File: config.mk
export PLATFORM = sky130hd
export DESIGN_NAME = fetch_unit
export DESIGN_NICKNAME = d
export VERILOG_FILES = /design/src/rtl/fetch_unit_pkg.sv /design/src/rtl/fetch_unit_imem_loader.sv /design/src/rtl/fetch_unit.sv
export SDC_FILE = /design/constraint.sdc
export NUM_CORES = 1
export LEC_CHECK = 0
export CAP_MARGIN = 20
export CORE_UTILIZATION = 24
export DETAILED_ROUTE_END_ITERATION = 6
export SYNTH_ARGS = -nofsm -noshare
export SYNTH_HDL_FRONTEND = slang
export SYNTH_SLANG_ARGS = --single-unit
File: constraint.sdc
create_clock -name clock -period 4.18 [get_ports clock]
set_clock_uncertainty 0.1 [all_clocks]
set_input_delay 1.254 -clock clock [delete_from_list [all_inputs] [get_ports clock]]
set_output_delay 1.254 -clock clock [all_outputs]
set_load 0.005 [all_outputs]
File: src/rtl/fetch_unit_pkg.sv
// fetch_unit_pkg: shared FSM states, halt-instruction encodings and defaults for the fetch unit.
package fetch_unit_pkg;

    typedef enum logic [1:0] {
        ST_LOAD = 2'd0,
        ST_RUN  = 2'd1,
        ST_HALT = 2'd2
    } state_e;

    localparam logic [31:0] DEFAULT_RESET_PC = 32'h0000_0000;
    localparam logic [31:0] INST_ECALL       = 32'h0000_0073;
    localparam logic [31:0] INST_EBREAK      = 32'h0010_0073;

    function automatic logic is_halt_inst(input logic [31:0] inst);
        return (inst == INST_ECALL) || (inst == INST_EBREAK);
    endfunction

endpackage

File: src/rtl/fetch_unit_imem_loader.sv
// fetch_unit_imem_loader: streams boot words into instmemory's write port and pulses done on the final word.
module fetch_unit_imem_loader
    import fetch_unit_pkg::*;
#(
    parameter int unsigned PROG_WORDS = 32
) (
    input  logic        clock_i,
    input  logic        reset_i,
    input  logic        active_i,
    input  logic        load_valid_i,
    input  logic [31:0] load_data_i,
    input  logic        load_last_i,
    output logic        load_ready_o,
    output logic        imem_we_o,
    output logic [31:0] imem_waddr_o,
    output logic [31:0] imem_wdata_o,
    output logic        done_o
);

    logic [31:0] cnt_q, cnt_d;

    // Reset gates the write port combinationally so nothing is written while it is held.
    assign load_ready_o = active_i && !reset_i;
    assign imem_we_o    = load_ready_o && load_valid_i;
    assign imem_waddr_o = cnt_q;
    assign imem_wdata_o = load_data_i;
    assign done_o       = imem_we_o && (load_last_i || cnt_q == 32'(PROG_WORDS - 1));

    always_comb begin
        cnt_d = imem_we_o ? cnt_q + 32'd1 : cnt_q;
    end

    always_ff @(posedge clock_i) begin
        if (reset_i) cnt_q <= '0;
        else         cnt_q <= cnt_d;
    end

endmodule

File: src/rtl/fetch_unit.sv
// fetch_unit: owns the PC, boots instmemory through its write port, then fetches until ECALL/EBREAK.
module fetch_unit
    import fetch_unit_pkg::*;
#(
    parameter logic [31:0] RESET_PC   = DEFAULT_RESET_PC,
    parameter int unsigned PROG_WORDS = 32
) (
    input  logic        clock,
    input  logic        reset,
    input  logic        load_valid,
    input  logic [31:0] load_data,
    input  logic        load_last,
    output logic        load_ready,
    input  logic        stall,
    input  logic        redirect,
    input  logic [31:0] redirect_pc,
    output logic [31:0] imem_addr,
    output logic [31:0] imem_waddr,
    output logic [31:0] imem_wdata,
    output logic        imem_we,
    input  logic [31:0] imem_rdata,
    output logic [31:0] pc,
    output logic [31:0] inst,
    output logic        inst_valid,
    output logic        halted
);

    state_e      state_q, state_d;
    logic [31:0] pc_q, pc_d;
    logic        halted_q, halted_d;
    logic        load_done, in_run, halt_now;

    fetch_unit_imem_loader #(
        .PROG_WORDS(PROG_WORDS)
    ) u_imem_loader (
        .clock_i     (clock),
        .reset_i     (reset),
        .active_i    (state_q == ST_LOAD),
        .load_valid_i(load_valid),
        .load_data_i (load_data),
        .load_last_i (load_last),
        .load_ready_o(load_ready),
        .imem_we_o   (imem_we),
        .imem_waddr_o(imem_waddr),
        .imem_wdata_o(imem_wdata),
        .done_o      (load_done)
    );

    assign in_run   = (state_q == ST_RUN) && !reset;
    assign halt_now = !stall && !redirect && is_halt_inst(imem_rdata);

    // Redirect outranks stall; a halting instruction keeps pc pointing at itself.
    always_comb begin
        pc_d     = (state_q == ST_LOAD && load_done) ? RESET_PC :
                   (state_q != ST_RUN)               ? pc_q :
                   redirect                          ? {redirect_pc[31:2], 2'b00} :
                   (stall || halt_now)               ? pc_q : pc_q + 32'd4;
        state_d  = (state_q == ST_LOAD && load_done) ? ST_RUN :
                   (state_q == ST_RUN && halt_now)   ? ST_HALT : state_q;
        halted_d = (state_d == ST_HALT);
    end

    always_ff @(posedge clock) begin
        if (reset) begin
            state_q  <= ST_LOAD;
            pc_q     <= RESET_PC;
            halted_q <= 1'b0;
        end else begin
            state_q  <= state_d;
            pc_q     <= pc_d;
            halted_q <= halted_d;
        end
    end

    assign pc         = pc_q;
    assign imem_addr  = {2'b00, pc_q[31:2]};
    assign inst       = imem_rdata;
    assign inst_valid = in_run && !stall;
    assign halted     = halted_q && !reset;

endmodule

==> results by stage <==
Synthesis:
- The sequential area share after synthesis is 0.277.
- The post-synthesis compound-gate area fraction is 0.183.
- The count of synthesis-stage warnings from yosys is 0.
- The simple-gate share of the synthesized area is 0.283.
- The share of flip-flops with an asynchronous set or reset is 0.
- The area share of xor/xnor cells in the synthesized design is 0.0429.
- The cell area that synthesis handed to floorplanning was approximately 4700 um2.
- Counting flops with a built-in enable in the synthesized netlist gives 0.
- Of the total synthesized cell area, the portion taken by full adders, half adders and majority gates is 0.00533.
- The largest family of logic cells by synthesized area is simple AND/OR/NAND/NOR gates.
- Of the post-synthesis cell area, the dominant cell type holds 0.277.
- The portion of synthesized area spent on multiplexers is 0.00427.
- The cell type contributing the most total cell area after synthesis is sky130_fd_sc_hd__dfxtp_1.
- The most used flip-flop cell after synthesis is sky130_fd_sc_hd__dfxtp_1.
- Ranked by total cell area, the synthesized netlist is headed by sky130_fd_sc_hd__dfxtp_1 28%, sky130_fd_sc_hd__buf_4 16%, sky130_fd_sc_hd__a21oi_1 4.1%, sky130_fd_sc_hd__nand3_1 3.8%, sky130_fd_sc_hd__o31ai_1 3.8%.
- The count of distinct cell types in the synthesized netlist is 57.
- The post-synthesis register bit count is 65.
- Dividing the synthesized area by the synthesized cell count gives 7.67 um2.
- The gate count after technology mapping is roughly 610.

Worst hold path:
- The tightest min-delay check is of the register to register type.

Final layout:
- Fill cells in the final layout number 1978.
- At the end of the flow, the number of nets in the layout was 802.
- In the final layout, the multi-input gates occupy 2460 um2.
- The synthesis-to-finish area growth is 39.1%.
- At the end of the flow the core is filled with cells to 0.344.
- 0 antenna diodes ended up in the layout.
- Of the cells placed in the final design, the portion with a size suffix greater than 1 is 0.0569.
- In the final layout, flip-flops and latches occupy 1300 um2.
- The final non-filler cell area is around 6500 um2.

Setup path:
- The required time at the worst-slack endpoint is 2.83 ns.
- The end of the critical path is inst_valid.
- The startpoint class of the critical path is an input pin.
- For the worst setup path, the data arrival time is around 2.6 ns.
- Across all register-to-register paths, the minimum setup slack is 1.48 ns.
- The most critical setup path has its startpoint at stall.
- The worst setup path is of the input pin to output port kind.
- In this run the worst path has a maximum fanout of 3.
- The depth of the worst register-to-register path is 5.
- The slowest stage of the critical path is the sky130_fd_sc_hd__clkdlybuf4s50_1 cell.
- The worst register-to-register path ends at pc[17]$_SDFFE_PP0P_.
- Traced cell by cell, the critical path runs through clkdlybuf4s50_1, inv_1, nand2_1, nor2_1, clkdlybuf4s50_1.
- The sort of element at the end of the critical path is an output port.
- The critical register-to-register path startpoint is pc[4]$_SDFFE_PP0P_.
- The cell that appears most often on the critical path is sky130_fd_sc_hd__clkdlybuf4s50_1.
- The highest cell delay on the worst timing path is around 0.56 ns.

Place:
- In this run the cell area measured after placement is 6190 um2.
- The setup slack after placement is 0.0746 ns.
- Detailed placement finished with a half-perimeter wire length of 11.0 mm.
- The weighted congestion at the end of routability-driven global placement is 0.791.
- The number of buffers inserted by port buffering is 193.

Global route:
- The overall routing resource usage is 0.151.
- The initial antenna violation count is 0.
- The total congestion overflow after global routing is 0.
- The pin count of the biggest net entering global routing is 44.
- The first-pass GRT wire length is 23.6 mm.
- The number of global-route vias before repair was 4167.

Clock network:
- The root buffer selected by CTS is sky130_fd_sc_hd__clkbuf_16.
- The count of hold buffers inserted by post-cts repair is 0.
- The sink count of the clock tree is 65.
- CTS built an H-tree with a depth of 3.
- The clock latency on the worst-skew pair is 0.34 ns.
- The clock transition time at the flip-flop clock pins of the worst setup and hold paths is 0.06 ns.
- The number of buffers added for setup after CTS is 0.
- The maximum buffer depth of the clock tree is 2.
- Counting the buffers created by CTS gives 9.
- TritonCTS built the clock tree.

Floorplanning:
- The height of the chip is between 100 and 150 um.
- The floorplan has 50 rows.
- The initial cell density of the core is 0.248.
- The I/O pin total is 266.
- The floorplan step defined a core boundary enclosing about 19000 um2.
- The chip width is about 140 um.
- The floorplan step defined a die boundary enclosing between 20000 and 25000 um2.

Pwr:
- In this run the power density over the cells is roughly 270 nW/um2.
- The worst-case IR drop observed on VDD is between 150 and 200 uV.
- For this design the total switching power over the nets is 0.430 mW.
- The share of total power dissipated in combinational logic is 0.143.
- Of the total power, the share spent switching nets is 0.243.
- The internal portion of the total power is 1.34 mW.
- For this design the static power due to leakage is 2.11 nW.
- The share of total power dissipated in sequential elements is 0.367.
- The clock network fraction of total power is 0.489.
- The design draws 1.77 mW.

Timing:
- Setup violations remaining at the end of the flow were counted as 0.
- The final total negative setup slack is 0 ns.
- Timing would allow up to approximately 0.25 GHz.
- Setup repair after global routing left no endpoint under its margin.
- The slew of the pin with the lowest slew margin is about 1.1 ns.
- After layout, the worst setup slack is 0.201 ns.
- Of the available clock period, the critical path in the final layout requires 0.952.
- The count of endpoints failing hold in the final timing report came to 0.
- The final critical path time including I/O delays and setup is roughly 4.0 ns.
- The worst pin sits at a relative slew slack of 0.292.
- The final max-slew violation count is 0.

Route:
- The antenna violation net count after detailed routing is 0.
- Summed over all layers, the routed wires come to approximately 15 mm.
- The via count of the routed design is 4782.
- The first-pass detailed-route iteration total is 5.
- The average wire length per cell after detail routing is approximately 16 um.
- After the first detailed-routing iteration, the DRC count stood at 218.
- The number of design rule violations left after detail routing is 0.
- In the routed layout, each cell is associated on average with a via count of a little under 5.

Status:
- The run finished with clean final reports.

Job:
- The number of violations of the max-capacitance limit is 0.
registers in the layout, indices dropped and copies added (netlist names):
name / count
halted_q: 1
u_imem_loader.imem_waddr_o: 32
pc: 30
state_q: 2
worst max-delay path, delay by kind of cell:
family,cells,cell delay (ns)
simple gates,2,0.24
buf+inv,3,1.13
how the worst min path moves through the flow:
stage / from / end / slack, ns / cells after the start
2_1_floorplan: u_imem_loader.imem_waddr_o[31]$_SDFFE_PP0N_ / u_imem_loader.imem_waddr_o[31]$_SDFFE_PP0N_ / 0.38 / 1
3_3_place_gp: u_imem_loader.imem_waddr_o[31]$_SDFFE_PP0N_ / u_imem_loader.imem_waddr_o[31]$_SDFFE_PP0N_ / 0.39 / 1
3_5_place_dp: u_imem_loader.imem_waddr_o[31]$_SDFFE_PP0N_ / u_imem_loader.imem_waddr_o[31]$_SDFFE_PP0N_ / 0.40 / 1
4_1_cts: u_imem_loader.imem_waddr_o[31]$_SDFFE_PP0N_ / u_imem_loader.imem_waddr_o[31]$_SDFFE_PP0N_ / 0.41 / 1
5_1_grt: u_imem_loader.imem_waddr_o[31]$_SDFFE_PP0N_ / u_imem_loader.imem_waddr_o[31]$_SDFFE_PP0N_ / 0.43 / 1
6_report: u_imem_loader.imem_waddr_o[31]$_SDFFE_PP0N_ / u_imem_loader.imem_waddr_o[31]$_SDFFE_PP0N_ / 0.41 / 1
per-layer routing:
layer | track usage | up-vias | routed length [um]
li1 | - | 2312 | -
met1 | 0.203 | 2259 | 6920
met2 | 0.233 | 191 | 7200
met3 | 0.0378 | 20 | 1070
met4 | 0.0532 | 0 | 247
met5 | 0 | - | 0
synth_stat cells (all sizes together), types with 10 or more instances:
master,number
inv,17
nand3,37
nor2,47
nand2,33
a31oi,10
nor3,18
clkbuf,29
xnor2,19
or3,12
a21oi,38
buf,107
nor4,24
nand4,18
dfxtp,65
and2,16
o21ai,13
and4,12
o31ai,24
layout by cell type, fill, tap and decap left out, types with 3 or more instances in the layout:
master and count:
sky130_fd_sc_hd__a211oi_1 3, sky130_fd_sc_hd__a21oi_1 38, sky130_fd_sc_hd__a31oi_1 10, sky130_fd_sc_hd__a32o_1 3, sky130_fd_sc_hd__a41o_1 5, sky130_fd_sc_hd__a41oi_1 4, sky130_fd_sc_hd__and2_1 16, sky130_fd_sc_hd__and3_1 4
sky130_fd_sc_hd__and4_1 12, sky130_fd_sc_hd__buf_4 15, sky130_fd_sc_hd__clkbuf_16 9, sky130_fd_sc_hd__clkdlybuf4s50_1 191, sky130_fd_sc_hd__conb_1 4, sky130_fd_sc_hd__dfxtp_1 65, sky130_fd_sc_hd__inv_1 17, sky130_fd_sc_hd__nand2_1 33
sky130_fd_sc_hd__nand2b_1 4, sky130_fd_sc_hd__nand3_1 36, sky130_fd_sc_hd__nand4_1 18, sky130_fd_sc_hd__nor2_1 47, sky130_fd_sc_hd__nor3_1 17, sky130_fd_sc_hd__nor4_1 22, sky130_fd_sc_hd__nor4b_1 3, sky130_fd_sc_hd__nor4bb_1 3
sky130_fd_sc_hd__o21ai_0 12, sky130_fd_sc_hd__o311ai_0 3, sky130_fd_sc_hd__o31a_1 3, sky130_fd_sc_hd__o31ai_1 24, sky130_fd_sc_hd__o41ai_1 4, sky130_fd_sc_hd__or3_1 12, sky130_fd_sc_hd__xnor2_1 19, sky130_fd_sc_hd__xor2_1 4
what timing repair did:
| action | in CTS | in global routing |
|---|---|---|
| setup endpoints to repair | 0 | 1 |
| hold endpoints to repair | 0 | 0 |
| gates resized for setup | 0 | 1 |
cells by family after synthesis:
| family | after synthesis |
|---|---|
| DFF | 65 |
| muxes | 2 |
| and+or+nand+nor | 240 |
| AOI/OAI and AO/OA | 126 |
| adders and majority gates | 2 |
| other | 1 |
| xor gates and xnor gates | 23 |
| buffers and inverters | 153 |
power groups by stage:
stage | Combinational, mW | Clock, mW | Sequential (mW)
floorplan | 0.149 | 0 | 0.657
global placement | 0.255 | 0 | 0.663
detailed placement | 0.255 | 0 | 0.663
CTS | 0.256 | 0.884 | 0.649
global route | 0.274 | 0.915 | 0.651
finish | 0.254 | 0.865 | 0.649
through the flow:
stage          hold WS (ns)  instances
2_1_floorplan         0.379        615
3_3_place_gp          0.386        947
3_5_place_dp          0.398        947
4_1_cts               0.411        963
5_1_grt               0.433        963
6_report              0.406        963
layout make-up:
type                    instances  share of cell area
clock buffers                  11              0.0387
clock inverters                 5              0.0130
inverters                      17             0.00977
multi-input cells             397               0.377
flip-flops and latches         65               0.199
well taps                     260              0.0498
repair buffers                208               0.313
No activity file was read; power rests on OpenSTA's default activity.
